### config.mk
export PLATFORM = sky130hd
export DESIGN_NAME = tt_sweep_ctrl
export DESIGN_NICKNAME = d
export VERILOG_FILES = /design/src/rtl/tt_sweep_pkg.sv /design/src/rtl/tt_settle_timer.sv /design/src/rtl/tt_sweep_ctrl.sv
export SDC_FILE = /design/constraint.sdc
export NUM_CORES = 1
export LEC_CHECK = 0
export ABC_AREA = 1
export BUFFER_PORTS_ARGS = -buffer_cell sky130_fd_sc_hd__buf_2
export CORE_ASPECT_RATIO = 1.1
export CORE_MARGIN = 8
export CORE_UTILIZATION = 48
export DETAILED_ROUTE_END_ITERATION = 16
export PLACE_DENSITY = 0.7
export RECOVER_POWER = 100
export SYNTH_ARGS = -nofsm -noshare
export SYNTH_HDL_FRONTEND = slang
export SYNTH_SLANG_ARGS = --single-unit
### constraint.sdc
create_clock -name clk -period 4.5 [get_ports clk]
set_clock_uncertainty 0.2 [all_clocks]
set_input_delay 0.225 -clock clk [delete_from_list [all_inputs] [get_ports clk]]
set_output_delay 0.225 -clock clk [all_outputs]
set_load 0.02 [all_outputs]
### src/rtl/tt_sweep_pkg.sv
// Shared types and constants for the truth-table sweep controller.
package tt_sweep_pkg;

  localparam int unsigned N_IN   = 4;
  localparam int unsigned TT_W   = 16;
  localparam int unsigned ONES_W = 5;
  localparam int unsigned CNT_W  = 4;

  typedef enum logic [1:0] {
    ST_IDLE,
    ST_SETTLE,
    ST_SAMPLE,
    ST_DONE
  } state_e;

endpackage

### src/rtl/tt_settle_timer.sv
// Settle countdown: loadable down-counter with a zero flag.
module tt_settle_timer #(
  parameter int unsigned W = 4
) (
  input  logic         clk,
  input  logic         rst_n,
  input  logic         clr,
  input  logic         load,
  input  logic [W-1:0] load_val,
  input  logic         dec,
  output logic         zero
);

  logic [W-1:0] cnt_q;

  always_ff @(posedge clk or negedge rst_n) begin
    if (!rst_n) begin
      cnt_q <= '0;
    end else if (clr) begin
      cnt_q <= '0;
    end else if (load) begin
      cnt_q <= load_val;
    end else if (dec && (cnt_q != '0)) begin
      cnt_q <= cnt_q - 1'b1;
    end
  end

  assign zero = (cnt_q == '0);

endmodule

### src/rtl/tt_sweep_ctrl.sv
// Sweeps a 4-input combinational function over all minterms and captures
// its truth table, 1-count and a comparison against a golden table.
module tt_sweep_ctrl #(
  parameter int unsigned SETTLE = 1,
  parameter int unsigned N_IN   = 4
) (
  input  logic                          clk,
  input  logic                          rst_n,
  input  logic                          start,
  input  logic                          abort,
  input  logic [tt_sweep_pkg::TT_W-1:0] expect_tt,
  output logic [N_IN-1:0]               x,
  input  logic                          y,
  output logic                          busy,
  output logic [tt_sweep_pkg::TT_W-1:0] tt,
  output logic [tt_sweep_pkg::ONES_W-1:0] ones,
  output logic                          mismatch,
  output logic                          tt_valid,
  input  logic                          tt_ready
);

  import tt_sweep_pkg::*;

  localparam logic [CNT_W-1:0] LOAD_VAL = (SETTLE == 0) ? '0 : CNT_W'(SETTLE - 1);
  localparam logic [N_IN-1:0]  IDX_LAST = '1;

  state_e              state_q, state_d;
  logic [N_IN-1:0]     idx_q;
  logic [TT_W-1:0]     tt_q, tt_nxt, exp_q;
  logic [ONES_W-1:0]   ones_q;
  logic                mismatch_q;

  logic                accept, sample, tmr_load, tmr_dec, tmr_clr, tmr_zero;

  tt_settle_timer #(
    .W(CNT_W)
  ) u_timer (
    .clk      (clk),
    .rst_n    (rst_n),
    .clr      (tmr_clr),
    .load     (tmr_load),
    .load_val (LOAD_VAL),
    .dec      (tmr_dec),
    .zero     (tmr_zero)
  );

  always_ff @(posedge clk or negedge rst_n) begin
    if (!rst_n) begin
      state_q <= ST_IDLE;
    end else begin
      state_q <= state_d;
    end
  end

  // abort is checked first in every active state so it outranks both
  // sampling and the DONE handshake.
  always_comb begin
    state_d  = state_q;
    accept   = 1'b0;
    sample   = 1'b0;
    tmr_load = 1'b0;
    tmr_dec  = 1'b0;
    tmr_clr  = 1'b0;
    case (state_q)
      ST_IDLE: begin
        if (start && !abort) begin
          accept   = 1'b1;
          tmr_load = (SETTLE != 0);
          state_d  = (SETTLE == 0) ? ST_SAMPLE : ST_SETTLE;
        end
      end
      ST_SETTLE: begin
        if (abort) begin
          tmr_clr = 1'b1;
          state_d = ST_IDLE;
        end else if (tmr_zero) begin
          state_d = ST_SAMPLE;
        end else begin
          tmr_dec = 1'b1;
        end
      end
      ST_SAMPLE: begin
        if (abort) begin
          tmr_clr = 1'b1;
          state_d = ST_IDLE;
        end else begin
          sample = 1'b1;
          if (idx_q == IDX_LAST) begin
            state_d = ST_DONE;
          end else if (SETTLE != 0) begin
            tmr_load = 1'b1;
            state_d  = ST_SETTLE;
          end
        end
      end
      ST_DONE: begin
        if (abort || tt_ready) begin
          state_d = ST_IDLE;
        end
      end
      default: state_d = ST_IDLE;
    endcase
  end

  always_comb begin
    tt_nxt        = tt_q;
    tt_nxt[idx_q] = y;
  end

  // x is the minterm index itself; it holds at 15 once the sweep completes.
  always_ff @(posedge clk or negedge rst_n) begin
    if (!rst_n) begin
      idx_q      <= '0;
      tt_q       <= '0;
      exp_q      <= '0;
      ones_q     <= '0;
      mismatch_q <= 1'b0;
    end else if (accept) begin
      idx_q      <= '0;
      tt_q       <= '0;
      exp_q      <= expect_tt;
      ones_q     <= '0;
      mismatch_q <= 1'b0;
    end else if (sample) begin
      tt_q   <= tt_nxt;
      ones_q <= ones_q + ONES_W'(y);
      if (idx_q != IDX_LAST) begin
        idx_q <= idx_q + 1'b1;
      end else begin
        mismatch_q <= (tt_nxt != exp_q);
      end
    end
  end

  assign x        = idx_q;
  assign tt       = tt_q;
  assign ones     = ones_q;
  assign mismatch = mismatch_q;
  assign busy     = (state_q != ST_IDLE);
  assign tt_valid = (state_q == ST_DONE);

endmodule

# Word-level counts from Yosys, hierarchy flattened
# Index checks and enable logic that the tools add are counted.
# totals
regBits	48
# classes
n_addsub	3
eq_ne	10
n_reduce_logical	16
n_lt_le_gt_ge	2
mux	35
# op_table
operator	count
$mux W16	2
$mux W4	6
$bwmux W16	1
$ne A16 B16 Y1	1
$mux W1	15
$mux W2	6
$mux W5	2
$pmux W2 S4	1
$reduce_bool A2 Y1	3
$add A5 B1 Y5	1
$lt A4 B5 Y1 const B	1
$add A4 B1 Y4 const B	1
$demux W1 S4	1
$eq A2 B2 Y1 const B	2
$eq A4 B4 Y1 const B	1
$ge A4 B1 Y1 const B	1
$logic_not A4 Y1	1
$ne A2 B2 Y1 const B	2
$ne A4 B4 Y1 const B	1
$reduce_and A2 Y1	2
$reduce_bool A4 Y1	1
$sub A4 B1 Y4 const B	1
$logic_and A1 B1 Y1	3
$ne A3 B3 Y1 const B	1
other kinds (9)	9

# Longest topological paths before layout
# Gate-level depths: netlist of run 1.
# logic_depth
ltp_word	9
depth_mapped	13
mapped_depth_nobuf	12

# By module
# A second synthesis of run 1 with hierarchy kept.
# unflattened
hier_cells	414
area_unflattened_um2	3098.0
# by_module_without_submodules
module	area_per_inst_um2	cells_per_inst	n_inst
tt_sweep_ctrl	2765.2	372	1
tt_settle_timer	332.8	42	1

# Worst setup path before layout of run 1
# No wires, ideal clock.
# synth_path
kind	register to register
startpoint	register idx_q[0], in the netlist x[0]
endpoint	register mismatch_q, in the netlist mismatch
t_required_ns	4.187
synth_period_minus_slack_ns	1.935
setup_slack_ns	2.565
stages_incl_launch_ff	14
arrival_ns	1.622
cell_sequence	dfrtp_1 -> inv_1 -> ha_1 -> buf_2 -> nand3_1 -> nand2_1 -> nand3_1 -> nand2_1 -> nor2_1 -> nand2_1 -> nor2_1 -> nand3_1 -> nand2_1 -> inv_1
# synth_via
elab_chain_cells	9
word_cells_on_any_way	13
# synth_rtl
item	line_no	rtl
start, declared	tt_sweep_ctrl.sv:28	logic [N_IN-1:0] idx_q;
start signal, assigned	tt_sweep_ctrl.sv:128	idx_q <= idx_q + 1'b1;
$lt A4 B5 Y1 (not written as such) or $ge A4 B1 Y1 (tied branches)	tt_sweep_ctrl.sv:107	tt_nxt[idx_q] = y;
$logic_and A1 B1 Y1 (not written as such)	tt_sweep_ctrl.sv:107	
$mux W1 (not written as such)	tt_sweep_ctrl.sv:107	
$demux W1 S4	tt_sweep_ctrl.sv:107	
$bwmux W16	tt_sweep_ctrl.sv:107	
$ne A16 B16 Y1	tt_sweep_ctrl.sv:130	mismatch_q <= (tt_nxt != exp_q);
$mux W1	tt_sweep_ctrl.sv:127	if (idx_q != IDX_LAST) begin
$mux W1	tt_sweep_ctrl.sv:124	end else if (sample) begin
$mux W1	tt_sweep_ctrl.sv:118	end else if (accept) begin
end signal, assigned	tt_sweep_ctrl.sv:130	
end, declared	tt_sweep_ctrl.sv:31	logic mismatch_q;
# Parallel ways exist; a longest one is shown, timed or not. The select of a mux whose other input is x is not followed.
# A chain may end at the register's enable or synchronous reset.

# Worst setup path in the final report of run 1
# layout_path
startpoint	register state_q[1]
endpoint	register tt_q[15], in the netlist tt[15]
# layout_via
elab_chain_cells	3
word_cells_on_any_way	6
# layout_rtl
item	line_no	rtl
start, declared	tt_sweep_ctrl.sv:27	state_e state_q, state_d;
start signal, assigned	tt_sweep_ctrl.sv:51	state_q <= state_d;
$eq A2 B2 Y1 or $logic_not A2 Y1 (tied branches)	tt_sweep_ctrl.sv:64	case (state_q)
$mux W1	tt_sweep_ctrl.sv:64	
$reduce_bool A2 Y1 (no source line) or $mux W16 (tied branches)	-	
end signal, assigned	tt_sweep_ctrl.sv:125	tt_q <= tt_nxt;
end, declared	tt_sweep_ctrl.sv:29	logic [TT_W-1:0] tt_q, tt_nxt, exp_q;
# Parallel ways exist; a longest one is shown, timed or not.

==> results of run 1 <==
==> sequential cells by signal, indices dropped and copies added, names as in the netlist <==
| register | count |
|---|---|
| tt | 16 |
| x | 4 |
| state_q | 2 |
| u_timer.cnt_q | 4 |
| ones | 5 |
| exp_q | 16 |
| mismatch | 1 |
==> power by group through the flow <==
stage | sequential [mW] | combinational [mW] | clock [mW]
after floorplan | 0.630 | 0.420 | 0
after global placement | 0.620 | 0.590 | 0
after detailed placement | 0.620 | 0.600 | 0
after CTS | 0.614 | 0.613 | 0.331
after global routing | 0.627 | 0.683 | 0.346
final | 0.613 | 0.597 | 0.320
==> worst max-delay path: stages, from the launching register on <==
cell,delay (ps)
dfrtp_1,430
inv_1,110
ha_1,180
inv_1,80
nor3_4,150
buf_4,370
inv_1,360
nand2_1,490
o22ai_1,180
==> per-stage QoR <==
stage	cells	cell area, sq um
final	529	3413
after global routing	529	3413
after CTS	529	3448
after detailed placement	504	3167
after global placement	504	3167
after floorplan	391	2933
==> area by class of cell <==
type	count	area [sq um]
Clock inverter	3	42.54
Fill cell	583	2630
Clock buffer	5	68.82
Tap cell	80	100.1
Multi-Input combinational cell	277	1429
Inverter	49	183.9
Sequential cell	48	1201
Timing Repair Buffer	67	387.9
==> worst max-delay path by stage <==
stage | startpoint | to | cells past startpoint
finish | state_q[1] | tt[15] | 8
global route | state_q[1] | tt[15] | 8
CTS | state_q[1] | tt[15] | 8
detailed placement | state_q[0] | tt[15] | 8
global placement | state_q[0] | tt[2] | 8
floorplan | x[0] | mismatch | 13
==> cells by family (layout without fill, tap and decap cells) <==
logic type	count (synthesis)	count (layout)	synth area share
adder cells (fa/ha/maj)	13	13	0.05546
flip-flops	48	48	0.4096
AO/OA/AOI/OAI	43	43	0.08191
buffers and inverters	66	124	0.1054
AND/OR/NAND/NOR	219	219	0.3417
XOR/XNOR	2	2	0.005974
==> metal layers <==
metal | part of all wire | vias up | global-route usage
li1 | - | 1400 | -
met1 | 0.45 | 1305 | 0.2160
met2 | 0.49 | 66 | 0.2943
met3 | 0.049 | 11 | 0.04068
met4 | 0.014 | 0 | 0.05641
met5 | 0 | - | 0
==> cells in the final DEF, fill, tap and decap left out, drive strengths merged <==
cell type / instances
or2: 1
nor3: 4
o31ai: 1
buf: 22
ha: 13
dfrtp: 48
nand4: 13
inv: 49
clkinvlp: 1
clkbuf: 33
nand2: 107
o21ai: 22
clkinv: 1
xor2: 2
bufinv: 1
and3: 1
a21oi: 5
a211oi: 1
nand3: 68
nor3b: 2
dlygate4sd3: 17
o211ai: 1
a22oi: 1
nor2: 23
o22ai: 12
==> impl_metrics.yaml, run 1 <==
sta:
  fmax_ghz: 0.3695
  slew_violations: 0
  hold_viol: 0
  relSlewSlack: 0.2658
  setup-tns-final_ps: 0
  whs_ps: 96.22
  min_period_ps: 2707
  fin_crit_sh: 0.6015
  layout_setup_ws_ps: 1793
  grt_setup_unrepaired: "no"
  setup_viol: 0
  tightest_slew_ps: 1101
finish:
  antenna_cells: 0
  syn_to_final_growth_pct: 16.38
  num-nets-final: 483
  drive_gt1_frac: 0.08686
  postLayoutCoreUtil: 0.5648
placed_design:
  post-place-ws_ps: 1998
  io_buffers: 49
  gp_congestion: 0.8564
  dp_hpwl_um: 5346
worst_setup_path:
  reg2reg_to: "tt[15]"
  cp-end-kind: "flop"
  worstRegToRegCells: 8
  reg2reg_slack_ps: 1790
  crit_arrival_ps: 2670
  cp.required_ps: 4460
  r2r-start: "state_q[1]"
  critPathLaunchType: "flop"
  critPathMaxFanout: 39
  path_class: "reg2reg"
hold_path:
  min_from: "tt_ready"
  whs_endpoint: "state_q[1]"
  hold_depth: 4
  hold_class: "in2reg"
cts:
  cts_tree: "yes"
  cts_hold_buf: 17
  cts_sinks: 48
  clkLatencyLatePin_ps: 310
  numCtsBuffers: 5
  clockBufferDepth: 2
  clk_pin_slew_ps: 90
  h-tree-depth: 2
  ctsResizeCount: 0
  root_buffer: "clkbuf_8"
  cts_setup_buffers: 0
status:
  status: "complete, no violations"
global_routing:
  antenna_found_initial: 0
  grt_pass1_wl_um: 12940
  grt_use_total: 0.1754
  grt_max_degree: 49
  grt_overflow: 0
  grt_pass1_vias: 2776
drt:
  drt_iter0_drc: 160
  viasPerCell: 5.259
  num_vias: 2782
  drt-total-wl_um: 7496
  ant_nets: 0
  post_drt_wl_per_cell_um: 14.17
  route.detailed.drc: 0
  firstDrtPassIters: 4
power:
  cellPowerDensity_nw_per_um2: 448.5
  p_comb_frac: 0.390
  p_leak_nw: 1.656
  ir_worst_vdd_mv: 0.2201
  p_int_mw: 0.8987
  power.switching_mw: 0.6322
  clkPwrFrac: 0.209
  power_mw: 1.531
  seq_power_share: 0.401
  switching_share: 0.4129
synth:
  synth_area_sq_um: 2933
  synth_edf_count: 0
  synth_top_cell_area_share: 0.4096
  ys_seq_elements: 48
  synthTopCellsByCount: "nand2_1, nand3_1, dfrtp_1"
  yosysMostFrequentCell: "nand2_1"
  synth-main-ff-cell: "dfrtp_1"
  yosysWarnings: 0
  avgSynthCellArea_sq_um: 7.501
  ys_seq_area_frac: 0.4096
  synth_cells: 391
  synth_nets: 426
  synth_largest_area_cell: "dfrtp_1"
  synthArstFlopShare: 1.000
  synthTopCellsByArea: "dfrtp_1, nand2_1, nand3_1"
  synth_cell_type_count: 29
floorplan:
  io_pins: 50
  coreArea_sq_um: 6043
  die-height_um: 97.98
  start_util: 0.4853
  fp.dieW_um: 90.53
  die_area_sq_um: 8870
  rows: 30
run:
  drv_cap: 0
Note: power is estimated with default switching activity, not from simulation.
==> run 2: changes to the inputs <==
- ABC_AREA: 1 -> 0
- clock period: 4.5 -> 2.5 ns (I/O delays scaled with it)
==> run 2 against run 1 <==
Die area decreased by 5.8%. Clock-buffer cell count increased by 3. Final area decreased by 3.2%. Largest power group unchanged.
==> impl_metrics.yaml, run 2 <==
synth:
  yosysWarnings: 0
  synthTopCellsByCount: "dfrtp_1, nor2_1, a21oi_1"
  synth_area_sq_um: 2728
  synth_edf_count: 0
  synthTopCellsByArea: "dfrtp_1, mux2_2, ha_1"
  synth-main-ff-cell: "dfrtp_1"
  ys_seq_area_frac: 0.4404
  synth_cells: 277
  synth_largest_area_cell: "dfrtp_1"
  synthArstFlopShare: 1.000
  yosysMostFrequentCell: "dfrtp_1"
  synth_top_cell_area_share: 0.4404
  avgSynthCellArea_sq_um: 9.847
  synth_nets: 312
  synth_cell_type_count: 38
  ys_seq_elements: 48
drt:
  route.detailed.drc: 0
  firstDrtPassIters: 4
  drt_iter0_drc: 177
  highest_layer: "met4"
  viasPerCell: 5.344
  ant_nets: 0
  wl_met3_um: 389
  post_drt_wl_per_cell_um: 16.16
  num_vias: 2255
  wl_met2_um: 3504
  drt-met1-wl_um: 2819
  drt-total-wl_um: 6821
status:
  status: "complete, no violations"
finish:
  instances_no_fill: 422
  syn_to_final_growth_pct: 21.15
  final_cell_mix: "dfrtp_1, clkbuf_1, nor2_1"
  register_area_sq_um: 1201
  final_common_cell: "dfrtp_1"
  drive_gt1_frac: 0.1710
  num-nets-final: 379
  fill_cells: 514
  multi_input_area_sq_um: 1395
  antenna_cells: 0
worst_setup_path:
  critPathMaxFanout: 7
  crit_arrival_ps: 2350
  critPathLaunchType: "flop"
  worstRegToRegCells: 7
  cp.required_ps: 2500
  cp-end-kind: "flop"
  path_class: "reg2reg"
global_routing:
  grt_pass1_vias: 2345
  grt_max_degree: 49
  grt_use_total: 0.1768
  antenna_found_initial: 0
  grt_pass1_wl_um: 11480
  grt_overflow: 0
floorplan:
  start_util: 0.4850
  rows: 29
  die_area_sq_um: 8353
  die-height_um: 95.06
  coreArea_sq_um: 5624
  io_pins: 50
  fp.dieW_um: 87.88
placed_design:
  io_buffers: 49
  gp_congestion: 0.9609
  placed_cells: 397
  dp_hpwl_um: 4762
sta:
  setup_viol: 0
  grt_setup_unrepaired: "no"
  fmax_ghz: 0.4249
  tightest_slew_ps: 1166
  fin_crit_sh: 0.9414
  setup-tns-final_ps: 0
  relSlewSlack: 0.2229
  slew_violations: 0
  hold_viol: 0
  min_period_ps: 2353
cts:
  cts_sinks: 48
  h-tree-depth: 2
  clockBufferDepth: 2
  root_buffer: "clkbuf_8"
  clkLatencyLatePin_ps: 300
  clk_pin_slew_ps: 80
  cts_tree: "yes"
  numCtsBuffers: 5
hold_path:
  hold_class: "in2reg"
  hold_depth: 3
power:
  p_leak_nw: 1.486
  cellPowerDensity_nw_per_um2: 795.3
  ir_worst_vdd_mv: 0.5171
run:
  drv_cap: 0
run 2: changes by cell type in the layout (fill, tap and decap cells not counted), sizes merged, moves of 8 or more:
cell,change
mux2,+18
mux2i,+16
inv,-35
xor2,+9
nand2,-92
o21ai,-9
buf,+8
nand3,-60
a21oi,+14
xnor2,+12
run 2: where the power goes:
group          total (mW)  switching (mW)  internal [mW]
Combinational        1.02           0.552          0.467
Sequential           1.13           0.176          0.957
Clock               0.476           0.250          0.226
run 2: through the flow:
step,instance area (sq um),util,hold WS [ps],power (mW),worst slack [ps]
after floorplan,2728,-,-370.6,1.834,113.4
after global placement,3090,0.5495,58.12,2.133,170.7
after detailed placement,3090,0.5495,62.06,2.167,156.4
after CTS,3351,0.5958,29.33,2.673,121.7
after global routing,3304,0.5875,62.26,2.820,2.640
final,3304,0.5875,34.85,2.628,146.6
run 2: path summary, 6_finish.rpt:
check	from	end	slack, ps
max in group asynchronous	rst_n	x[0]	920
setup reg to reg	x[1]	mismatch	150
hold reg to reg	exp_q[1]	exp_q[1]	340
hold / removal	y	tt[10]	30
min in group asynchronous	rst_n	ones[4]	470
setup / recovery	x[1]	mismatch	150
run 2: cells by family after synthesis:
family                   share of synthesized area
AND/OR/NAND/NOR                             0.1482
buffers and inverters                      0.04908
multiplexers                                0.1330
AO/OA/AOI/OAI                              0.09587
adder cells (fa/ha/maj)                    0.05963
XOR/XNOR                                   0.07385
flip-flops                                  0.4404
run 2: final cells by class:
class / instances / share of cell area
multi-input combinational: 198 / 0.4222
sequential: 48 / 0.3635
timing repair buffer: 77 / 0.1420
tap: 77 / 0.02916
clock buffer: 8 / 0.02726
inverter: 14 / 0.01590
run 2: metal layers:
layer | global-route usage | up-vias
li1 | - | 1092
met1 | 0.2151 | 1087
met2 | 0.3038 | 67
met3 | 0.03190 | 9
met4 | 0.06456 | 0
met5 | 0 | -
run 2: repair_timing:
action	in CTS	in global routing
resized for setup	0	1
buffers inserted	0	0
hold buffers	17	0
endpoints found under the setup margin	0	1
endpoints found under the hold margin	64	0
run 2: critical path: stages, from the launching register on:
cell     delay, ps
dfrtp_1        450
ha_1           340
nor3b_1        230
o22ai_1        110
nor4_1         230
nand4_1        110
or4_1          410
o21a_1         180
==> run 3: changes to the inputs <==
- CORE_MARGIN: 8 -> unset
==> run 3 against run 2 <==
Sequential share of layout area is 0.12 points higher. Die area decreased by 28%. Clock power is essentially flat. Sequential power hardly changed. Core utilization grew 1.9 points. Via count rose by 1.5%. Non-clock buffer count is the same. Wire length is 9.9% lower. Global-route usage increased by 4.9 points. Flip-flop and latch count unchanged.
==> impl_metrics.yaml, run 3 (synthesis gave the netlist of run 2 again) <==
drt:
  viasPerCell: 5.448
  post_drt_wl_per_cell_um: 14.64
  drt-total-wl_um: 6148
  drt_iter0_drc: 164
  route.detailed.drc: 0
  num_vias: 2288
  firstDrtPassIters: 4
  ant_nets: 0
floorplan:
  rows: 28
  die-height_um: 81.06
  fp.dieW_um: 73.88
  coreArea_sq_um: 5430
  start_util: 0.5023
  io_pins: 50
  die_area_sq_um: 5988
global_routing:
  grt_max_degree: 45
  antenna_found_initial: 0
  grt_pass1_vias: 2168
  grt-busiest-layer: "met2"
  use_met2: 0.3642
  grt_use_total: 0.2259
  grtUsageMet3: 0.03102
  grt_overflow: 0
  grt_pass1_wl_um: 10220
  met1_usage: 0.3023
worst_setup_path:
  path_class: "reg2reg"
  critPathLaunchType: "flop"
  r2r-start: "x[1]"
  worstSetupStartpoint: "x[1]"
  critPathMaxFanout: 6
  crit_arrival_ps: 2420
  cp.required_ps: 2500
  cp-end-kind: "flop"
finish:
  syn_to_final_growth_pct: 20.73
  antenna_cells: 0
  postLayoutCoreUtil: 0.6065
  drive_gt1_frac: 0.1739
  final_cell_mix: "dfrtp_1, clkbuf_1, nor2_1"
  num-nets-final: 379
  final_common_cell: "dfrtp_1"
placed_design:
  dp_hpwl_um: 4407
  io_buffers: 49
  gp_congestion: 0.9324
  post-place-ws_ps: 113.6
cts:
  ctsResizeCount: 0
  cts_sinks: 48
  clockBufferDepth: 2
  cts_hold_buf: 17
  cts_setup_buffers: 0
  clk_pin_slew_ps: 90
  clkLatencyLatePin_ps: 300
  numCtsBuffers: 5
  cts_tree: "yes"
  h-tree-depth: 2
  root_buffer: "clkbuf_8"
status:
  status: "complete, no violations"
sta:
  setup_viol: 0
  hold_viol: 0
  min_period_ps: 2411
  setup-tns-final_ps: 0
  fin_crit_sh: 0.9645
  tightest_slew_ps: 925.7
  slew_violations: 0
  grt_setup_unrepaired: "no"
  fmax_ghz: 0.4147
  layout_setup_ws_ps: 88.72
  relSlewSlack: 0.3829
power:
  ir_worst_vdd_mv: 0.5652
  p_leak_nw: 1.490
  cellPowerDensity_nw_per_um2: 786.5
hold_path:
  min_from: "abort"
  hold_class: "in2reg"
run:
  drv_cap: 0
## run 3: cell count changes in the layout (fill, tap and decap cells not counted), sizes merged
cell,delta
clkbuf,-2
clkinv,+2
## run 3: power by group
part / switching, mW / leakage (nW) / internal (mW)
combinational: 0.544 / 0.805 / 0.449
clock: 0.252 / 0.0510 / 0.221
sequential: 0.166 / 0.633 / 0.957
## run 3: critical path: stages (launching register included)
cell	delay, ps
dfrtp_1	450
inv_1	100
ha_1	180
inv_1	90
o211a_1	230
nor4_1	340
nand4_1	120
or4_1	420
o21a_1	180
## run 3: final timing paths
check	endpoint	slack (ps)	depth (start not counted)
worst max-delay path	mismatch	90	8
min in group asynchronous	x[3]	270	2
worst min register to register	exp_q[3]	330	1
worst max register to register	mismatch	90	8
worst min-delay path	u_timer.cnt_q[0]	20	4
max in group asynchronous	tt[7]	510	3
## run 3: through the flow
stage	instances	instance area [sq um]	power (mW)	hold WS, ps
floorplan	277	2728	1.834	-370.6
global placement	395	3088	2.111	-134.4
detailed placement	395	3088	2.135	-128.1
CTS	420	3351	2.634	27.24
global route	420	3293	2.766	72.81
finish	420	3293	2.590	21.31
## run 3: layout make-up
type                       count  area (sq um)
clock buffer                   6         82.58
timing repair buffer          77         452.9
multi-input combinational    198          1400
fill                         492          2137
inverter                      14         52.55
tap                           75         93.84
clock inverter                 2         10.01
sequential                    48          1201
## run 3: layer usage
layer  up-vias  routed length (um)
met5         -                   0
met4         0                 106
met3        11                 359
met2        79                3024
met1      1105                2659
li1       1093                   -
